`config.mk`:
```
export PLATFORM = sky130hd
export DESIGN_NAME = video_timing_gen
export DESIGN_NICKNAME = d
export VERILOG_FILES = /design/src/rtl/video_timing_gen.sv
export SDC_FILE = /design/constraint.sdc
export NUM_CORES = 1
export LEC_CHECK = 0
export CAP_MARGIN = 10
export CORE_ASPECT_RATIO = 1.2
export CORE_MARGIN = 2
export CORE_UTILIZATION = 44
export CTS_CLUSTER_DIAMETER = 200
export DETAILED_ROUTE_END_ITERATION = 12
export GPL_ROUTABILITY_DRIVEN = 1
export PLACE_DENSITY = 0.72
export SETUP_SLACK_MARGIN = 0.2
export SLEW_MARGIN = 20
export SYNTH_ARGS = -nofsm -noshare
export SYNTH_HDL_FRONTEND = slang
export SYNTH_SLANG_ARGS = --single-unit
```
`constraint.sdc`:
```
create_clock -name clk_pixel_in -period 3 [get_ports clk_pixel_in]
set_input_delay 0.45 -clock clk_pixel_in [delete_from_list [all_inputs] [get_ports clk_pixel_in]]
set_output_delay 0.45 -clock clk_pixel_in [all_outputs]
set_load 0.005 [all_outputs]
```
`src/rtl/video_timing_gen.sv`:
```
// video_timing_gen: raster scan counters with registered sync/active/new-frame decode and frame counter.
// Define VTG_LATENCY_EN to delay the flag outputs by LATENCY cycles relative to the counts.
module video_timing_gen #(
  parameter int ACTIVE_H = 1280,
  parameter int H_FP     = 110,
  parameter int H_SYNC   = 40,
  parameter int H_BP     = 220,
  parameter int ACTIVE_V = 720,
  parameter int V_FP     = 5,
  parameter int V_SYNC   = 5,
  parameter int V_BP     = 20,
  parameter int FC_WIDTH = 6,
  parameter int LATENCY  = 4,
  localparam int H_TOTAL = ACTIVE_H + H_FP + H_SYNC + H_BP,
  localparam int V_TOTAL = ACTIVE_V + V_FP + V_SYNC + V_BP,
  localparam int HW      = $clog2(H_TOTAL),
  localparam int VW      = $clog2(V_TOTAL)
) (
  input  logic                clk_pixel_in,
  input  logic                rst_in,
  output logic [HW-1:0]       hcount_out,
  output logic [VW-1:0]       vcount_out,
  output logic                hsync_out,
  output logic                vsync_out,
  output logic                active_draw_out,
  output logic                new_frame_out,
  output logic [FC_WIDTH-1:0] frame_count_out
);
`ifdef VTG_LATENCY_EN
  localparam int LAT = LATENCY;
`else
  localparam int LAT = 0 * LATENCY;
`endif
  logic [HW-1:0]       h_q, h_d;
  logic [VW-1:0]       v_q, v_d;
  logic [FC_WIDTH-1:0] fc_q, fc_d;
  logic [3:0]          flg_q, flg_d, flg_o;
  logic                h_end, v_end;
  // Flags are decoded from the next counts so they register alongside them.
  always_comb begin
    h_end    = h_q == HW'(H_TOTAL - 1);
    v_end    = v_q == VW'(V_TOTAL - 1);
    h_d      = h_end ? '0 : h_q + 1'b1;
    v_d      = h_end ? (v_end ? '0 : v_q + 1'b1) : v_q;
    flg_d[0] = (h_d >= HW'(ACTIVE_H + H_FP)) && (h_d < HW'(ACTIVE_H + H_FP + H_SYNC));
    flg_d[1] = (v_d >= VW'(ACTIVE_V + V_FP)) && (v_d < VW'(ACTIVE_V + V_FP + V_SYNC));
    flg_d[2] = (h_d < HW'(ACTIVE_H)) && (v_d < VW'(ACTIVE_V));
    flg_d[3] = (h_d == HW'(ACTIVE_H)) && (v_d == VW'(ACTIVE_V));
    fc_d     = fc_q + FC_WIDTH'(flg_d[3]);
  end
  always_ff @(posedge clk_pixel_in or posedge rst_in) begin
    if (rst_in) begin
      h_q   <= HW'(H_TOTAL - 1);
      v_q   <= VW'(V_TOTAL - 1);
      fc_q  <= '0;
      flg_q <= '0;
    end else begin
      h_q   <= h_d;
      v_q   <= v_d;
      fc_q  <= fc_d;
      flg_q <= flg_d;
    end
  end
  generate
    if (LAT > 0) begin : g_dly
      logic [3:0] dly_q [LAT];
      always_ff @(posedge clk_pixel_in or posedge rst_in) begin
        if (rst_in) begin
          for (int i = 0; i < LAT; i++) dly_q[i] <= '0;
        end else begin
          dly_q[0] <= flg_q;
          for (int i = 1; i < LAT; i++) dly_q[i] <= dly_q[i-1];
        end
      end
      assign flg_o = dly_q[LAT-1];
    end else begin : g_nodly
      assign flg_o = flg_q;
    end
  endgenerate
  assign hcount_out      = h_q;
  assign vcount_out      = v_q;
  assign frame_count_out = fc_q;
  assign hsync_out       = flg_o[0];
  assign vsync_out       = flg_o[1];
  assign active_draw_out = flg_o[2];
  assign new_frame_out   = flg_o[3];
endmodule
```
**Yosys cells after proc, flatten, opt, wreduce, memory -nomap -nowiden**

Cells that the tools add are included.

- Add/sub/neg operators: 3
- Multipliers: 0
- Div/mod/pow operators: 0
- Order comparisons: 6
- Equality and inequality tests: 4
- Shift-type cells: 0
- Muxes and demuxes: 3
- Bitwise gates (word level): 0
- Reduce and logical (&&, ||, !) cells: 4

Operators by type and width:

| kind | count |
|---|---|
| equality test 11 bit (second input constant) | 2 |
| less-than comparator 11 bit (second input constant) | 2 |
| equality test 10 bit (second input constant) | 2 |
| less-than comparator 10 bit (second input constant) | 2 |
| two-way mux 10 bit | 2 |
| adder 11 x 1 -> 11 bit (second input constant) | 1 |
| greater-or-equal comparator 11 bit (second input constant) | 1 |
| two-way mux 11 bit | 1 |
| adder 10 x 1 -> 10 bit (second input constant) | 1 |
| greater-or-equal comparator 10 bit (second input constant) | 1 |
| adder 6 x 1 -> 6 bit | 1 |
| logical AND 1 bit | 4 |

- Flip-flop bits (word level): 31
- Latch bits: 0
- Memory bits (writable): 0
- Memory bits (read-only): 0
- Output and inout port bits: 31
- Memories: 0

**Logic depth before layout (Yosys ltp)**

- Depth in word-level cells: 6
- Mapped depth: 13

**Least setup slack after synthesis**

No wires, ideal clock.

- Path kind: register to register
- Start: reg h_q[4] (netlist: hcount_out[4])
- End: reg fc_q[4] (netlist: frame_count_out[4])
- Arrival time: 2.865 ns
- Setup slack: 0.012 ns
- Cell stages (with the launch flop): 12
- Path through: dfstp_2 > clkbuf_1 > nand3_1 > or3_1 > or3_4 > a21oi_2 > nand4_1 > nor4_2 > ha_1 > ha_1 > nand3_1 > xnor2_1

- Longest elaborated chain between the ends: 5

RTL lines:

| element | RTL line | RTL |
|---|---|---|
| start: declaration | 34 | `logic [HW-1:0] h_q, h_d;` |
| start signal: assignment | 53 | `h_q <= HW'(H_TOTAL - 1);` |
| adder 11 x 1 -> 11 bit / equality test 11 bit (equally long branches) | 43, 41 |  |
| two-way mux 11 bit / two-way mux 10 bit (equally long branches) | 43, 44 |  |
| equality test 11 bit / equality test 10 bit (equally long branches) | 48 | `flg_d[3] = (h_d == HW'(ACTIVE_H)) && (v_d == VW'(ACTIVE_V));` |
| logical AND 1 bit (*) | 48 |  |
| via flg_d[3] | 37 | `logic [3:0] flg_q, flg_d, flg_o;` |
| adder 6 x 1 -> 6 bit (*) | 49 | `fc_d = fc_q + FC_WIDTH'(flg_d[3]);` |
| via fc_d[4] | 36 | `logic [FC_WIDTH-1:0] fc_q, fc_d;` |
| end signal: assignment | 55 | `fc_q <= '0;` |
| end signal: assignment | 60 | `fc_q <= fc_d;` |
| end: declaration | 36 |  |

Mark *: on every way through the listed nets, which the timed path passes. The rest lies on a longest branch.

**Worst setup path after layout**

- Start: reg h_q[10] (netlist: hcount_out[10])
- End: reg fc_q[5] (netlist: frame_count_out[5])

The elaborated chain is that of the path after synthesis.

==> results by stage <==
Pwr:
- Of the total power, the share spent switching nets is 0.2007.
- The switching power is 0.0001732 W.
- Dividing total power by cell area gives a power density of ~360 mW/mm^2.
- In this run the static leakage power is approximately 1.0 nW.
- Of the total power, the clock network draws 0.503.
- The part of the total power dissipated in combinational logic is 0.012.
- IR analysis of the VDD net gives a maximum drop of 0.1716 mV.
- Of the total power, registers draw 0.486.
- The cell-internal power is just under 0.0007 W.
- Overall power consumption after layout is estimated at ~0.00086 W.

Cells and area:
- The library cell used most frequently in the layout, excluding fill and tap cells, is clkdlybuf4s50_1.
- In the layout the commonest cells are 32 x clkdlybuf4s50_1, 17 x dfrtp_1, 16 x buf_4.
- Measured on the finished design, the core utilization comes to 0.6312.
- The area added between synthesis and finish is 40.25%.
- The antenna diode instance count is 0.
- The fraction of layout instances using a drive strength above 1 is 0.2338.
- At the end of the flow, the number of nets in the layout was approximately 240.

Synth:
- The largest family of logic cells by synthesized area is simple AND/OR/NAND/NOR gates.
- The portion of synthesized area spent on multiplexers is 0.005780.
- The share of synthesized area in the top cell type comes to 0.2601.
- Of the total synthesized cell area, the portion taken by AND, OR, NAND and NOR gates is 0.2442.
- Synthesis produced a netlist whose cell count is about 180.
- By area the synthesized netlist is led by dfrtp_1 26%, dfstp_2 20%, xnor2_1 7.6%, ha_1 4.3%, nand2_1 3.3%.
- The synthesized-area fraction occupied by ao, oa, aoi and oai cells is 0.1272.
- The total standard cell area after synthesis is roughly 0.0017 sq mm.
- In the synthesized netlist the async set-or-reset flop fraction comes to 1.000.
- The synthesized design contains 0 enable-type register cells.
- The arithmetic-cell share of the synthesized area counting full adders, half adders and majority gates is 0.04335.
- The main flop type after synthesis is dfrtp_1.
- The xor/xnor share of the synthesized area is 0.09104.
- The number of nets in the synthesized netlist is 189.
- The count of distinct cell types in the synthesized netlist is 46.
- Averaged over all synthesized cells, the footprint is 9.567 sq um.
- During synthesis, Yosys emitted a total of 0 warnings.
- The number of flip-flops and latches in the synthesized netlist is 31.
- The register area share after synthesis is 0.4574.
- The biggest area contributor in the post-synthesis netlist is dfrtp_1.

Global route:
- The met1 track demand over resource in global routing is 0.2497.
- The first-pass GRT wire length is 6.499 mm.
- The global routing usage on met3 is 0.05142.
- The met2 track demand over resource is 0.3085.
- Across every metal layer, demand over resource in global routing totals 0.1971.
- The initial antenna violation count is 0.
- The pin count of the biggest net entering global routing is 32.
- The via count of the first global-routing pass came to around 1400.
- The global routing stage identified its most utilized layer as met2.
- The total congestion overflow after global routing is 0.

Floorplan:
- 33 I/O pins were placed.
- The initial core utilization is 0.4501.
- The die covers 0.004456 sq mm.
- The core region is roughly 0.0038 sq mm.
- After floorplanning, the core was divided into 25 placement rows.
- The horizontal die dimension is around 61 microns.
- The die is roughly 73 microns tall.

Timing:
- Derived from the worst setup path, the maximum achievable clock frequency is between 300 and 400 MHz.
- Setup repair after global routing could not meet its margin everywhere.
- Dividing the final minimum period by the clock period gives 0.9908.
- The slew at the pin closest to its max-slew limit is a little over 500 ps.
- The minimum clock period after layout is 2972 ps.
- The worst pin sits at a relative slew slack of 0.6602.
- The number of hold violations in the final report is 0.
- The hold slack is around 470 ps.
- Setup violations remaining at the end of the flow were counted as 0.
- Clock skew on the completed layout was measured at slightly above 4 ps.
- The final number of max-transition violations was 0.

Place:
- The count of buffers added on input and output ports is 32.
- The sum of net half-perimeters after detailed placement is just under 3 mm.
- At the end of routability-driven placement, the weighted congestion stood at between 0.9 and 1.

Critical path:
- The critical path buffer and inverter count is 0.
- STA classifies the critical path startpoint as a flip-flop.
- For this run, the slowest stage of the critical path takes 530 ps.
- For the worst setup path, the data arrival time is between 3000 and 4000 ps.
- The largest driver fanout on the critical path is 3.
- The critical path in this run is classified as reg -> reg.
- The kind of cell with the highest combined delay along the critical path is simple AND/OR/NAND/NOR gates.
- The slowest stage of the critical path belongs to the cell dfstp_2.
- Counting stages on the worst path, the most repeated cell is or3_4.
- The worst endpoint required time is 3170 ps.
- The worst setup path is captured at a flip-flop.
- Traced cell by cell, the critical path runs through or3b_4 > or3_4 > or3_4 > a21oi_2 > nand4_1 > nor4_4 > ha_2 > and3_1 > nand3_1 > xnor2_1.

Clock network:
- The sink count of the clock tree is 31.
- After clock tree synthesis, the clock-pin slew on the worst setup and hold paths is around 70 ps.
- The number of buffers inserted during clock tree synthesis is 5.
- The CTS tree is built.
- For the worst-skew pair, the clock arrives at the later sink with an insertion delay of 290 ps.
- CTS placed an instance of clkbuf_8 at the clock tree root.
- The maximum level of the CTS H-tree is 2.
- The hold buffer count at CTS is 0.
- Counting along the longest clock path gives a buffer depth of 2.

Min path:
- The worst hold path belongs to the class reg -> reg.

Detailed routing:
- The residual DRC count is 0.
- For this block, the routed nets add up to roughly 4.2 mm of wire.
- The final routed wire length divided by cell count is about 15 microns.
- In this run the remaining antenna-violating nets after routing total 0.
- The via count is around 1500.
- For this block, the initial DRC count from the detailed router was 59.
- The first detailed-routing pass took 4 iterations.
- The mean number of vias per cell is between 5 and 6.

Run:
- The tool flagged a number of max-cap violations equal to 0.

Status:
- The run finished with clean final reports.
power by group through the flow:
stage,sequential (W),clock [W],combinational [W]
after floorplan,0.000426,0,0.00000603
after global placement,0.000426,0,0.0000108
after detailed placement,0.000426,0,0.0000108
after CTS,0.000419,0.000439,0.0000110
after global routing,0.000419,0.000457,0.0000118
final,0.000419,0.000434,0.0000102
final timing paths:
check | slack (ps) | end | depth (start not counted) | start
hold reg to reg | 470 | frame_count_out[5]$_DFF_PP0_ | 1 | frame_count_out[5]$_DFF_PP0_
setup reg to reg | 30 | frame_count_out[5]$_DFF_PP0_ | 10 | hcount_out[10]$_DFF_PP1_
min in group asynchronous | 540 | flg_o[0]$_DFF_PP0_ | 3 | rst_in
max in group asynchronous | 2130 | vcount_out[6]$_DFF_PP1_ | 3 | rst_in
hold / removal | 470 | frame_count_out[5]$_DFF_PP0_ | 1 | frame_count_out[5]$_DFF_PP0_
setup / recovery | 30 | frame_count_out[5]$_DFF_PP0_ | 10 | hcount_out[10]$_DFF_PP1_
through the flow:
step	instances	setup TNS [ps]	instance area [sq um]	worst slack, ps
6_report	285	0	2429	27.72
5_1_grt	285	-306.8	2429	-98.11
4_1_cts	281	0	2338	30.15
3_5_place_dp	272	0	2208	32.65
3_3_place_gp	272	0	2208	135.6
2_1_floorplan	181	0	1760	168.2
worst register-to-register path, cell delays in order (launching register included):
cell and delay, ps:
dfstp_2 530, or3b_4 400, or3_4 380, or3_4 340, a21oi_2 160, nand4_1 180, nor4_4 220, ha_2 260
and3_1 160, nand3_1 90, xnor2_1 130
synthesized netlist by cell type (all sizes together), types with 4 or more instances:
| master | instances |
|---|---|
| a21oi | 8 |
| ha | 6 |
| nand3 | 9 |
| and3 | 5 |
| nand4 | 6 |
| dfrtp | 18 |
| xnor2 | 15 |
| inv | 7 |
| dfstp | 13 |
| o21ai | 13 |
| nand2 | 15 |
| nor3 | 5 |
| or3 | 4 |
| nor2 | 15 |
| clkbuf | 5 |
logic make-up after synthesis:
family          count (synthesis)
compound gates                 35
fa+ha+maj                       6
mux                             1
xor+xnor                       18
simple gates                   76
flops                          31
buf+inv                        14
per-layer routing:
metal,vias to the layer above,wire [microns]
li1,744,-
met1,741,1845
met2,36,2066
met3,10,169
met4,0,110
met5,-,0
what timing repair did:
item | 4_1_cts | 5_1_grt
setup buffers | 1 | 4
gates resized for setup | 1 | 9
pin swaps | 1 | 5
hold endpoints to repair | 0 | 0
setup endpoints to repair | 5 | 6
state kept, by name, summed over array words and instances, names as in the netlist:
signal / count
hcount_out: 11
vcount_out: 10
frame_count_out: 6
flg_o: 4
final cells by class:
type                    count  area, sq um
clock inverters             2        35.03
repair buffers             49        451.7
clock buffers               6        82.58
inverters                   7        26.28
fillers                   343         1419
multi-input cells         136        972.2
flip-flops and latches     31        793.3
well taps                  54        67.56
Power figures use the tool's default switching activity.
